### config.mk
export PLATFORM = sky130hd
export DESIGN_NAME = id_ex_stage
export DESIGN_NICKNAME = d
export VERILOG_FILES = /design/src/rtl/id_ex_stage.sv
export SDC_FILE = /design/constraint.sdc
export NUM_CORES = 1
export LEC_CHECK = 0
export ABC_AREA = 1
export CORE_AREA = 2 2 226 228
export DETAILED_ROUTE_END_ITERATION = 16
export DIE_AREA = 0 0 228 230
export PLACE_DENSITY_LB_ADDON = 0.15
export SLEW_MARGIN = 0
export SYNTH_ARGS = -nofsm -noshare
export SYNTH_HDL_FRONTEND = slang
export SYNTH_SLANG_ARGS = --single-unit
export TNS_END_PERCENT = 5
### constraint.sdc
create_clock -name clk -period 0.8 [get_ports clk]
set_input_delay 0.16 -clock clk [delete_from_list [all_inputs] [get_ports clk]]
set_output_delay 0.16 -clock clk [all_outputs]
set_load 0.01 [all_outputs]
### src/rtl/id_ex_stage.sv
// id_ex_stage: ID/EX pipeline register with load-use hazard stall and branch flush.
// Define ID_EX_HAZARD_EN to enable hazard detection, stalling and the stall counter.
module id_ex_stage #(
    parameter int XLEN  = 64,
    parameter int RA_W  = 5,
    parameter int CNT_W = 16
) (
    input  logic             clk,
    input  logic             rst_n,
    input  logic             id_valid,
    input  logic             id_mem_write,
    input  logic             id_mem_read,
    input  logic             id_mem_to_reg,
    input  logic             id_branch,
    input  logic             id_alu_src,
    input  logic             id_reg_write,
    input  logic [1:0]       id_alu_op,
    input  logic [RA_W-1:0]  id_rs1,
    input  logic [RA_W-1:0]  id_rs2,
    input  logic [RA_W-1:0]  id_rd,
    input  logic [XLEN-1:0]  id_rs1_data,
    input  logic [XLEN-1:0]  id_rs2_data,
    input  logic [XLEN-1:0]  id_imm,
    input  logic [XLEN-1:0]  id_pc,
    input  logic [2:0]       id_funct3,
    input  logic             id_funct7_b5,
    input  logic             ex_flush,
    output logic             id_stall,
    output logic             ex_valid,
    output logic             ex_mem_write,
    output logic             ex_mem_read,
    output logic             ex_mem_to_reg,
    output logic             ex_branch,
    output logic             ex_alu_src,
    output logic             ex_reg_write,
    output logic [1:0]       ex_alu_op,
    output logic [RA_W-1:0]  ex_rs1,
    output logic [RA_W-1:0]  ex_rs2,
    output logic [RA_W-1:0]  ex_rd,
    output logic [XLEN-1:0]  ex_rs1_data,
    output logic [XLEN-1:0]  ex_rs2_data,
    output logic [XLEN-1:0]  ex_imm,
    output logic [XLEN-1:0]  ex_pc,
    output logic [2:0]       ex_funct3,
    output logic             ex_funct7_b5,
    output logic [CNT_W-1:0] stall_count
);
    logic            hz;
    logic [8:0]      ctrl_d, ctrl_q;
    logic [RA_W-1:0] rs1_q, rs2_q, rd_q;
    logic [XLEN-1:0] rs1_data_q, rs2_data_q, imm_q, pc_q;
    logic [2:0]      funct3_q;
    logic            funct7_b5_q;

`ifdef ID_EX_HAZARD_EN
    logic             use_rs2;
    logic [CNT_W-1:0] cnt_d, cnt_q;
    // rs2 is only read by R-type, branches and stores
    assign use_rs2 = ~id_alu_src | id_mem_write;
    assign hz = ex_valid & ex_mem_read & (ex_rd != '0) & id_valid &
                ((ex_rd == id_rs1) | (use_rs2 & (ex_rd == id_rs2)));
    assign cnt_d = (id_stall & ~&cnt_q) ? cnt_q + CNT_W'(1) : cnt_q;
    always_ff @(posedge clk or negedge rst_n) begin
        if (!rst_n) cnt_q <= '0;
        else        cnt_q <= cnt_d;
    end
    assign stall_count = cnt_q;
`else
    assign hz          = 1'b0;
    assign stall_count = '0;
`endif

    assign id_stall = hz & ~ex_flush;
    // Flush, stall and an empty ID slot all load a bubble
    assign ctrl_d = (id_valid & ~ex_flush & ~id_stall) ?
                    {1'b1, id_mem_write, id_mem_read, id_mem_to_reg, id_branch,
                     id_alu_src, id_reg_write, id_alu_op} : '0;

    always_ff @(posedge clk or negedge rst_n) begin
        if (!rst_n) begin
            ctrl_q      <= '0;
            rs1_q       <= '0;
            rs2_q       <= '0;
            rd_q        <= '0;
            rs1_data_q  <= '0;
            rs2_data_q  <= '0;
            imm_q       <= '0;
            pc_q        <= '0;
            funct3_q    <= '0;
            funct7_b5_q <= 1'b0;
        end else begin
            ctrl_q      <= ctrl_d;
            rs1_q       <= id_rs1;
            rs2_q       <= id_rs2;
            rd_q        <= id_rd;
            rs1_data_q  <= id_rs1_data;
            rs2_data_q  <= id_rs2_data;
            imm_q       <= id_imm;
            pc_q        <= id_pc;
            funct3_q    <= id_funct3;
            funct7_b5_q <= id_funct7_b5;
        end
    end

    assign {ex_valid, ex_mem_write, ex_mem_read, ex_mem_to_reg, ex_branch,
            ex_alu_src, ex_reg_write, ex_alu_op} = ctrl_q;
    assign ex_rs1       = rs1_q;
    assign ex_rs2       = rs2_q;
    assign ex_rd        = rd_q;
    assign ex_rs1_data  = rs1_data_q;
    assign ex_rs2_data  = rs2_data_q;
    assign ex_imm       = imm_q;
    assign ex_pc        = pc_q;
    assign ex_funct3    = funct3_q;
    assign ex_funct7_b5 = funct7_b5_q;
endmodule

==> results of run 1 <==
==> state kept, by name (all words and copies together), names as in the netlist, 5 cells and up <==
signal and cells:
ex_rs2_data 64, ex_rd 5, ctrl_q 9, ex_rs1 5, ex_imm 64, ex_rs2 5
ex_pc 64, ex_rs1_data 64
==> per-layer routing <==
metal,vias to the layer above,GRT usage,share of wire
met5,-,0,0.0012
met4,6,0.03452,0.024
met3,46,0.05258,0.10
met2,288,0.1848,0.51
met1,2442,0.1144,0.36
li1,2200,-,-
==> cells in the mapped netlist <==
library cell	instances
conb_1	1
nor2_1	8
buf_4	17
dfrtp_1	284
nand2_4	1
inv_1	10
==> per-stage QoR <==
step | hold WS [ns] | area (µm²) | TNS, ns | std cells
floorplan | -0.1356 | 7377 | 0 | 337
global placement | 0.1038 | 14040 | -62.91 | 1579
detailed placement | 0.1066 | 14040 | -62.00 | 1579
CTS | 0.02576 | 14010 | -119.57 | 1641
global route | 0.02830 | 14520 | -122.09 | 1641
finish | 0.06950 | 14520 | -105.00 | 1641
==> final cells by class <==
cell class                 count  area, µm²
multi-input combinational     26      105.1
timing repair buffer         588       5278
clock buffer                  55       1084
tap                          672      840.8
sequential                   284       7107
clock inverter                 6      68.82
inverter                      10      37.54
fill                        5160      35340
==> what timing repair did <==
item / CTS / global route
hold buffers: 1 / 0
endpoints found under the setup margin: 284 / 284
endpoints found under the hold margin: 284 / 0
gates resized for setup: 1186 / 85
==> logic make-up (layout without fill, tap and decap cells) <==
| logic type | count (synthesis) | count (layout) | synth area share |
|---|---|---|---|
| buf+inv | 27 | 659 | 0.02257 |
| other cells | 1 | 17 | 0.0005125 |
| flops | 284 | 284 | 0.9713 |
| simple gates | 9 | 9 | 0.005643 |
==> power by group through the flow <==
stage	sequential (mW)	combinational (mW)	clock, mW
floorplan	15.9	0.119	0
global placement	15.5	4.01	0
detailed placement	15.5	3.99	0
CTS	15.3	3.41	16.4
global route	15.4	3.80	17.0
finish	15.3	3.54	15.7
==> final timing paths <==
| kind | startpoint | to | slack (ns) | cells past startpoint |
|---|---|---|---|---|
| max | ex_pc[20]$_DFF_PN0_ | ex_pc[20] | -0.41 | 1 |
| min | id_imm[13] | ex_imm[13]$_DFF_PN0_ | 0.07 | 1 |
| max in group asynchronous | rst_n | ex_rs1_data[14]$_DFF_PN0_ | 0.17 | 4 |
| min in group asynchronous | rst_n | ex_pc[42]$_DFF_PN0_ | 0.20 | 3 |
==> cells in the final DEF (no fill, tap or decap) <==
master           count
clkbuf_8             9
clkdlybuf4s50_1    285
nand2_4              1
dlygate4sd3_1        1
inv_1               10
buf_12               9
buf_2              166
nor2_1               8
buf_4                8
clkbuf_16           37
buf_6              118
dfrtp_1            284
bufinv_16            1
buf_8                1
conb_1              17
clkinvlp_4           4
clkbuf_1             9
clkinv_4             1
==> run metrics, run 1 <==
# setup viols final 284; GR Overflow Total 0; Mapped Area 0.007317 mm²; cell taking the most area after synthesis dfrtp_1; CTS max path bufs 3; Tot GR Track Use 0.1070; drt total wl 28,100 µm; Leak 6.632 nW; HP Class input port to flip-flop; CP bufs+invs 1; Synth Register Bits 284; total power 34.51 mW; clock net sink count 284; Nets 1,233; CP arrival 1.05 ns; Worst path max stage delay 0.40 ns; Combinational Power Share 0.102; Synth area leaders dfrtp_1 (97%), buf_4 (1.7%), inv_1 (0.51%); outcome finished, violations left; fmax 824.5 MHz; post-CTS setup buffer count 0; via count 4,982; drt first pass iters 4; CP Cell Sequence buf_6; warnings from Yosys 0; Initial Utilization 0.1467; share of layout cells above drive strength 1 0.3664; share of the synthesized area in the top cell type 0.9713; Crit path max-delay family flip-flops; slowest CP cell dfrtp_1; Cell Pwr Density 2377 mW/mm²; Ports 588; number of global-route vias before repair 5,735; critical path fanouts, max 1; DIE AREA 0.05244 mm²; Clock power frac 0.454; H-Tree Depth 2; final core utilization 0.2912; largest net degree at the start of global routing 33; worst vdd rail ir drop 1.563 mV; P_int 26.88 mW; sequential area share after synthesis 0.9713; P_sw 7.633 mW; final RePlAce weighted congestion 0.7880; min Tclk post-route 1.213 ns; endpoint class of the critical path output port; Flop pwr share 0.444; Post-DP HPWL 22,190 µm; Startpoint Class flip-flop; routed vias/inst 3.036; chip height 230 µm; RSZ-0062 raised after global routing true; Avg Cell Area, Syn 22.79 µm²; root buf cell clkbuf_16; initial antenna violation count 3; clock transition at the registers of the reported paths 0.06 ns; core area 0.04986 mm²; CTS tree yes; ANT cells 0; first-pass GRT wire length 40,820 µm; Sw Ratio 0.2212; WL/cell 17.12 µm; failing checks setup timing; Post-Syn Instances 321; min setup slack post-route -0.4129 ns; CP required 0.64 ns; DRC viols 0; final hold violations 0; initial drt markers 118; ANT nets after route 0; site row count 82; Inserted Clock Buffers 36; Synth cell types 6; IO buf count 570; WS Path Type flip-flop to output port; pre-CTS WS -0.3007 ns; area grow syn2layout 98.44%; die width 228 µm; fin. max-slew vios 0; max-cap viol count 0; fin crit share 1.516
Power figures use the tool's default switching activity.
==> run 2, diff against run 1 <==
--- a/config.mk
+++ b/config.mk
@@ -6,9 +6,9 @@
 export NUM_CORES = 1
 export LEC_CHECK = 0
 export ABC_AREA = 1
-export CORE_AREA = 2 2 226 228
+export CORE_AREA = 2 2 230 232
 export DETAILED_ROUTE_END_ITERATION = 16
-export DIE_AREA = 0 0 228 230
+export DIE_AREA = 0 0 232 234
 export PLACE_DENSITY_LB_ADDON = 0.15
 export SLEW_MARGIN = 0
 export SYNTH_ARGS = -nofsm -noshare
==> constraint.sdc (replaced) <==
create_clock -name clk -period 1.02 [get_ports clk]
set_input_delay 0.204 -clock clk [delete_from_list [all_inputs] [get_ports clk]]
set_output_delay 0.204 -clock clk [all_outputs]
set_load 0.01 [all_outputs]
==> run metrics, run 2 (synthesis results as in run 1) <==
Post-DP HPWL 22,050 µm (-0.61%); fmax 795.3 MHz; DRC viols 0 (unchanged); CP arrival 1.05 ns (about the same); drt total wl 27,960 µm (-0.48%); WL/cell 16.91 µm (-1.3%); site row count 84 (+2.4%); Setup crit end ex_imm[42]; min setup slack post-route -0.2373 ns (+0.1755 ns); drt first pass iters 3 (-1); Nets 1,231 (-0.16%); initial antenna violation count 3 (unchanged); post-CTS setup buffer count 0 (unchanged); slowest CP cell dfrtp_1; # setup viols final 284 (unchanged); root buf cell clkbuf_16; ANT nets after route 0 (unchanged); CP required 0.82 ns (+0.18 ns); cell depth of the worst setup path 1 (unchanged); die width 232 µm (+1.8%); clock net sink count 284 (unchanged); Crit path max-delay family flip-flops; Inserted Clock Buffers 35 (-2.8%); Tot GR Track Use 0.09895 (-0.008075); Initial Utilization 0.1406 (-0.006098); min-delay src id_rs1_data[32]; post-route setup TNS -54.37 ns (+50.63 ns); area grow syn2layout 98.38% (about the same); Filler cells 5,360 (+3.9%); most frequent cells in the layout clkdlybuf4s50_1 (285), dfrtp_1 (284), buf_2 (152); core area 0.05202 mm² (+4.3%); GR Overflow Total 0 (unchanged); DIE AREA 0.05429 mm² (+3.5%); endpoint class of the critical path output port; first-pass GRT wire length 38,700 µm (-5.2%); outcome finished, violations left; CTS tree yes; critical path fanouts, max 1 (unchanged); WS Path Type flip-flop to output port; min Tclk post-route 1.257 ns; IO buf count 570 (unchanged); most common cell after layout, fill and taps aside clkdlybuf4s50_1; number of global-route vias before repair 5,595 (-2.4%); routed vias/inst 2.997 (-1.3%); max-cap viol count 0 (unchanged); RSZ-0062 raised after global routing true; Cell Pwr Density 1836 mW/mm² (-23%); chip height 234 µm (+1.7%); fin crit share 1.233; fin. max-slew vios 0 (unchanged); final hold violations 0 (unchanged); CP Cell Sequence buf_2; CP startpoint ex_imm[42]$_DFF_PN0_; CP bufs+invs 1 (unchanged); HP Class input port to flip-flop; CTS max path bufs 3 (unchanged); failing checks setup timing; share of layout cells above drive strength 1 0.3637 (-0.002626); Worst path max stage delay 0.38 ns (-0.02 ns); Startpoint Class flip-flop; Ports 588 (unchanged); worst vdd rail ir drop 1.044 mV (-33%); Leak 6.626 nW (about the same); final RePlAce weighted congestion 0.7449 (-5.5%); total power 26.65 mW (-23%); clock transition at the registers of the reported paths 0.06 ns (about the same); H-Tree Depth 2 (unchanged); via count 4,957 (-0.50%); largest net degree at the start of global routing 47 (+42%); initial drt markers 121 (+2.5%)
## run 2: worst min path at each step
stage	endpoint	slack (ns)	depth (start not counted)
2_1_floorplan	ctrl_q[0]$_DFF_PN0_	-0.09	0
4_1_cts	ex_rs2[1]$_DFF_PN0_	0.06	1
3_5_place_dp	ex_rs2_data[25]$_DFF_PN0_	0.13	1
6_report	ex_rs1_data[32]$_DFF_PN0_	0.12	1
5_1_grt	ex_rs2[1]$_DFF_PN0_	0.08	1
3_3_place_gp	ex_rs2_data[9]$_DFF_PN0_	0.13	1
## run 2: layout make-up
cell class                      instances  area (µm²)  area share
Antenna cell                            1       2.502   0.0001724
Clock buffer                           51        1028     0.07086
Clock inverter                          7       66.31    0.004569
Inverter                               10       37.54    0.002586
Multi-Input combinational cell         26       105.1    0.007241
Sequential cell                       284        7107      0.4896
Tap cell                              688       860.8     0.05931
Timing Repair Buffer                  587        5308      0.3657
## run 2: per-layer routing
| layer | up-vias | share of wire | track usage |
|---|---|---|---|
| met5 | - | 0.00025 | 0 |
| met4 | 2 | 0.028 | 0.04167 |
| met3 | 47 | 0.11 | 0.04304 |
| met2 | 295 | 0.53 | 0.1775 |
| met1 | 2421 | 0.33 | 0.1001 |
| li1 | 2192 | - | - |
## run 2: power breakdown
group / switching (mW) / total, mW / internal [mW] / leakage [nW]
clock network: 4.65 / 11.9 / 7.21 / 0.537
logic: 1.06 / 2.77 / 1.71 / 2.76
registers: 0.186 / 12.0 / 11.8 / 3.32
## run 2: metrics by stage
stage	cell area (µm²)	cells	util	worst slack [ns]	hold slack (ns)
finish	14520	1654	0.2790	-0.2373	0.1173
global route	14510	1653	0.2790	-0.2935	0.07844
CTS	13970	1653	0.2686	-0.2871	0.06020
detailed placement	14000	1594	0.2692	-0.09672	0.1330
global placement	14000	1594	0.2692	-0.09831	0.1295
floorplan	7377	337	-	0.4404	-0.09159
## run 2: repair_timing
item,in CTS,in global routing
setup endpoints to repair,284,284
hold buffers,1,0
gates resized for setup,1193,87
endpoints found under the hold margin,284,0
cloned,0,0
==> RTL change 1, RTL diff (settings of run 2) <==
Take the reset off `pc_q` and load it in a clocked block of its own.
--- a/src/rtl/id_ex_stage.sv
+++ b/src/rtl/id_ex_stage.sv
@@ -87,3 +87,2 @@
             imm_q       <= '0;
-            pc_q        <= '0;
             funct3_q    <= '0;
@@ -98,3 +97,2 @@
             imm_q       <= id_imm;
-            pc_q        <= id_pc;
             funct3_q    <= id_funct3;
@@ -102,2 +100,6 @@
         end
+    end
+
+    always_ff @(posedge clk) begin
+        pc_q <= id_pc;
     end
Check against the original RTL: not equivalent (a bounded check fails within 4 cycles, from zero or initial values and one cycle with rst_n low).
==> RTL change 1 against run 2 <==
  * The run still ends with negative setup slack left
  * Synthesized area fell by 4.4%
  * Hold slack barely moved
  * Sequential power barely moved
  * Total power rose by 4.5%
  * Combinational power fell by 3%
  * Worst setup slack improved by 7.4 ps
  * Design area fell by 1.2%
  * Core utilization fell by 0.35 points
  * Wire length fell by 1.1%
  * Maximum frequency rose by 0.60%
  * Synthesized cell count did not move
  * Sequential cell count did not move
  * Non-clock buffer count fell by 5
  * Largest cell class unchanged
==> RTL change 1: results (changes against run 2) <==
metric	value	unit	change
async_reset_ff_share	77.46	%	-23 points
yosysSeqAreaShare	97.00	%	-0.13 points
dp_hpwl	21690	um	-1.6%
track_usage	9.697	%	-0.20 points
grt_first_pass_wirelength	37670	um	-2.7%
hp-start	id_rs2_data[39]		
clk_pin_slew	60	ps	about the same
cts_buffer_depth	3		unchanged
use_met3	4.608	%	+0.30 points
synth.top_cells.by_count	220 x dfrtp_1, 64 x dfxtp_1, 17 x buf_4, 10 x inv_1, 8 x nor2_1		
grt_max_degree	35		-26%
num_antenna_cells	0		-1
max_stage_delay	400	ps	+20 ps
p_leak	6.457	nW	-2.6%
fin_ws	-229.9	ps	+7.448 ps
setup_viol	284		unchanged
hold_viol	0		unchanged
cp.arrival	1050	ps	about the same
layout.cells.non_filler	1652		-0.12%
met2_usage	16.99	%	-0.76 points
synth_edf_count	0		unchanged
drt_iter0_markers	125		+3.3%
vias	4926		-0.63%
status	complete, but fails checks		
h-tree-depth	2		unchanged
final_net_count	1225		-0.49%
dp.cells	1589		-0.31%
violations	negative setup slack		
peakVddDrop	0.001103	V	+5.6%
met1_usage	10.04	%	+0.033 points
routabilityCongestion	0.7635		+2.5%
drive_above_1_share	40.35	%	+4.0 points
synth_area_leaders	dfrtp_1 79%, dfxtp_1 18%, buf_4 1.8%, inv_1 0.54%, nor2_1 0.43%		
fillerInstances	5394		+0.63%
routed_wl	27650	um	-1.1%
numCtsBuffers	34		-2.9%
synth_area_per_cell	21.80	um^2	-4.4%
critPathLaunch	ex_imm[49]$_DFF_PN0_		
antenna_found_initial	2		-1
ys_types	7		+1
grt_pass1_vias	5415		-3.2%
[RTL change 1: cell count changes after synthesis]
| cell | before | now |
|---|---|---|
| dfxtp_1 | 0 | 64 |
| dfrtp_1 | 284 | 220 |
[RTL change 1: path summary, 6_finish.rpt]
kind                                        endpoint  cells after the start  slack (ps)
min in group asynchronous       ex_imm[32]$_DFF_PN0_                      2         140
max                                       ex_imm[49]                      1        -230
min                        ex_rs2_data[39]$_DFF_PN0_                      1         120
max in group asynchronous  ex_rs2_data[28]$_DFF_PN0_                      3         340
[RTL change 1: where the power goes]
part | switching (mW) | internal, mW | total, mW
Sequential | 0.189 | 11.8 | 12.0
Clock | 4.74 | 8.40 | 13.1
Combinational | 1.01 | 1.69 | 2.70
Total | 5.94 | 21.9 | 27.8
[RTL change 1: repair_timing]
action,4_1_cts,5_1_grt
endpoints found under the hold margin,220,0
gates resized for setup,1188,142
setup endpoints to repair,284,284
gates cloned,0,0
hold buffers,1,0
[RTL change 1: cell families (layout without fill, tap and decap cells)]
family,Yosys count,count (layout),synth area share (%)
and+or+nand+nor,9,9,0.5901
DFF,284,284,97.00
buffers and inverters,27,654,2.361
other,1,17,0.05360
[RTL change 1: per-layer routing]
layer / wire length (um) / share of wire [%]
met1: 9347 / 34
met4: 679 / 2.5
met2: 14350 / 52
met3: 3268 / 12
met5: 7 / 0.025
[RTL change 1: final cells by class]
| class | count | share of cell area (%) |
|---|---|---|
| clock buffer | 54 | 7.393 |
| tap | 688 | 6.005 |
| multi-input combinational | 26 | 0.7332 |
| inverter | 10 | 0.2618 |
| sequential | 284 | 47.69 |
| clock inverter | 8 | 1.178 |
| timing repair buffer | 582 | 36.74 |
[RTL change 1: metrics by stage]
| stage | instance area, um^2 | hold WS, ps | worst slack [ps] | setup TNS (ps) |
|---|---|---|---|---|
| detailed placement | 13630 | 97.68 | -158.4 | -9199 |
| floorplan | 7057 | -91.59 | 440.4 | 0 |
| CTS | 13680 | 59.11 | -293.3 | -67610 |
| finish | 14340 | 117.0 | -229.9 | -50670 |
| global route | 14340 | 69.36 | -287.9 | -67640 |
| global placement | 13630 | 100.6 | -162.3 | -9975 |
==> RTL change 2, RTL diff (settings of run 2) <==
Made on the original files. Add a define of `ID_EX_HAZARD_EN`.
--- a/src/rtl/id_ex_stage.sv
+++ b/src/rtl/id_ex_stage.sv
@@ -2,2 +2,4 @@
 // Define ID_EX_HAZARD_EN to enable hazard detection, stalling and the stall counter.
+`define ID_EX_HAZARD_EN
+
 module id_ex_stage #(
Function: changed (a bounded check fails within 4 cycles, from zero or initial values and one cycle with rst_n low).
==> RTL change 2 against run 2 <==
  * The flow still finishes with violations (negative setup slack)
  * Synthesized cell count rose by 56%
  * Critical endpoint is now id_stall
  * Worst setup slack got worse by 620 ps
  * Sequential cell count rose by 16
  * Wire length rose by 19%
  * Via count rose by 30%
  * Die area did not move
  * First-iteration DRC count rose by 1.7%
  * Total power rose by 10%
  * Hold slack got worse by 15 ps
  * Synthesized area rose by 16%
  * Design area rose by 15%
==> RTL change 2: results (changes against run 2) <==
metric	value	unit	change
slowest_stage	dfrtp_2		
drive_above_1_share	40.16	%	+3.8 points
ys_types	19		+13
ys_ff_latch	300		+5.6%
peakVddDrop	0.0009880	V	-5.4%
track_usage	11.99	%	+2.1 points
dp_hpwl	26000	um	+18%
drt_pass1_iterations	4		+1
cp_max_fo	6		+5
fin_ws	-857.8	ps	-620.5 ps
crit_path_end	id_stall		
grt_first_pass_wirelength	46930	um	+21%
synth.top_cells.by_count	300 x dfrtp_1, 84 x nand2_1, 39 x inv_1, 21 x nor2_1, 8 x inv_2		
numCtsBuffers	38		+8.6%
p_leak	7.876	nW	+19%
synth_area_leaders	dfrtp_1 88%, nand2_1 3.7%, inv_1 1.7%, nor2_1 0.93%, nand3_2 0.82%		
status	complete, but fails checks		
setup_viol	326		+15%
wire_per_inst	17.24	um	+2.0%
vias	6459		+30%
final_net_count	1505		+22%
critPathLaunch	ex_rd[0]$_DFF_PN0_		
grt_pass1_vias	6910		+24%
cp_top_family	simple AND/OR/NAND/NOR gates		
routabilityCongestion	0.7495		+0.62%
violations	negative setup slack		
drt_iter0_markers	123		+1.7%
setup_tns	-79770	ps	-25400 ps
max_stage_delay	460	ps	+80 ps
cts_setup_buffers	17		+17
yosysSeqAreaShare	88.33	%	-8.8 points
-- RTL change 2: changes by cell type after synthesis, moves of 7 or more --
cell / before / now
inv_1: 10 / 39
inv_2: 0 / 8
nand3_2: 0 / 7
buf_4: 17 / 0
dfrtp_1: 284 / 300
nand2_1: 0 / 84
xnor2_1: 0 / 7
nand4_1: 0 / 7
nor2_1: 8 / 21
-- RTL change 2: where the power goes --
part	internal, mW	leakage, nW	total [mW]	switching, mW
sequential	12.5	3.54	12.7	0.206
clock	8.56	0.618	13.7	5.15
combinational	1.75	3.72	2.93	1.18
total	22.8	7.88	29.3	6.53
-- RTL change 2: metrics by stage --
step                worst slack, ps  hold WS, ps  instance area (um^2)  instances  power, mW
CTS                          -952.4        55.25                 17010       1933      30.18
detailed placement            -1210        113.5                 15880       1848      16.13
global placement              -1195        114.4                 15880       1848      16.14
floorplan                    -464.8       -91.59                  8501        501      13.27
finish                       -857.8        102.6                 16720       1935      29.32
global route                  -1011        63.04                 16720       1934      30.73
-- RTL change 2: cell families after synthesis --
logic type / after synthesis / share of synthesized area (%)
buf+inv: 48 / 2.120
flops: 300 / 88.33
fa+ha+maj: 1 / 0.1472
xor+xnor: 10 / 1.031
simple gates: 142 / 8.376
-- RTL change 2: how the worst min path moves through the flow --
stage / from / cells after the start / endpoint / slack (ps)
6_report: id_funct3[1] / 1 / ex_funct3[1]$_DFF_PN0_ / 100
3_5_place_dp: rst_n / 1 / ex_rs1_data[29]$_DFF_PN0_ / 110
4_1_cts: id_funct3[1] / 1 / ex_funct3[1]$_DFF_PN0_ / 60
3_3_place_gp: rst_n / 1 / ex_rs2_data[42]$_DFF_PN0_ / 110
5_1_grt: id_rs2_data[3] / 1 / ex_rs2_data[3]$_DFF_PN0_ / 60
2_1_floorplan: rst_n / 0 / ctrl_q[0]$_DFF_PN0_ / -90
-- RTL change 2: cell type report --
cell class | instances | area [um^2]
Multi-Input combinational cell | 154 | 937.1
Clock inverter | 10 | 162.7
Timing Repair Buffer | 675 | 5944
Clock buffer | 58 | 1117
Inverter | 48 | 182.7
Tap cell | 688 | 860.8
Sequential cell | 300 | 7515
Antenna cell | 2 | 5.005
Fill cell | 5295 | 35300
-- RTL change 2: per-layer routing --
layer	track usage, %	vias to the layer above	part of all wire (%)
li1	-	2981	-
met1	12.63	3065	35
met2	20.76	346	51
met3	6.055	61	12
met4	3.986	6	2.4
met5	0	-	0.10
-- RTL change 2: worst register-to-register path, cell delays in order, from the launching register on --
cell	delay [ps]
dfrtp_2	410
ha_1	230
nand3_2	120
nor2_4	60
nand3_2	60
clkinv_1	70
nand2_2	160
inv_2	60
nor2_4	190
clkbuf_16	180
nand2_1	40
nand2_1	50
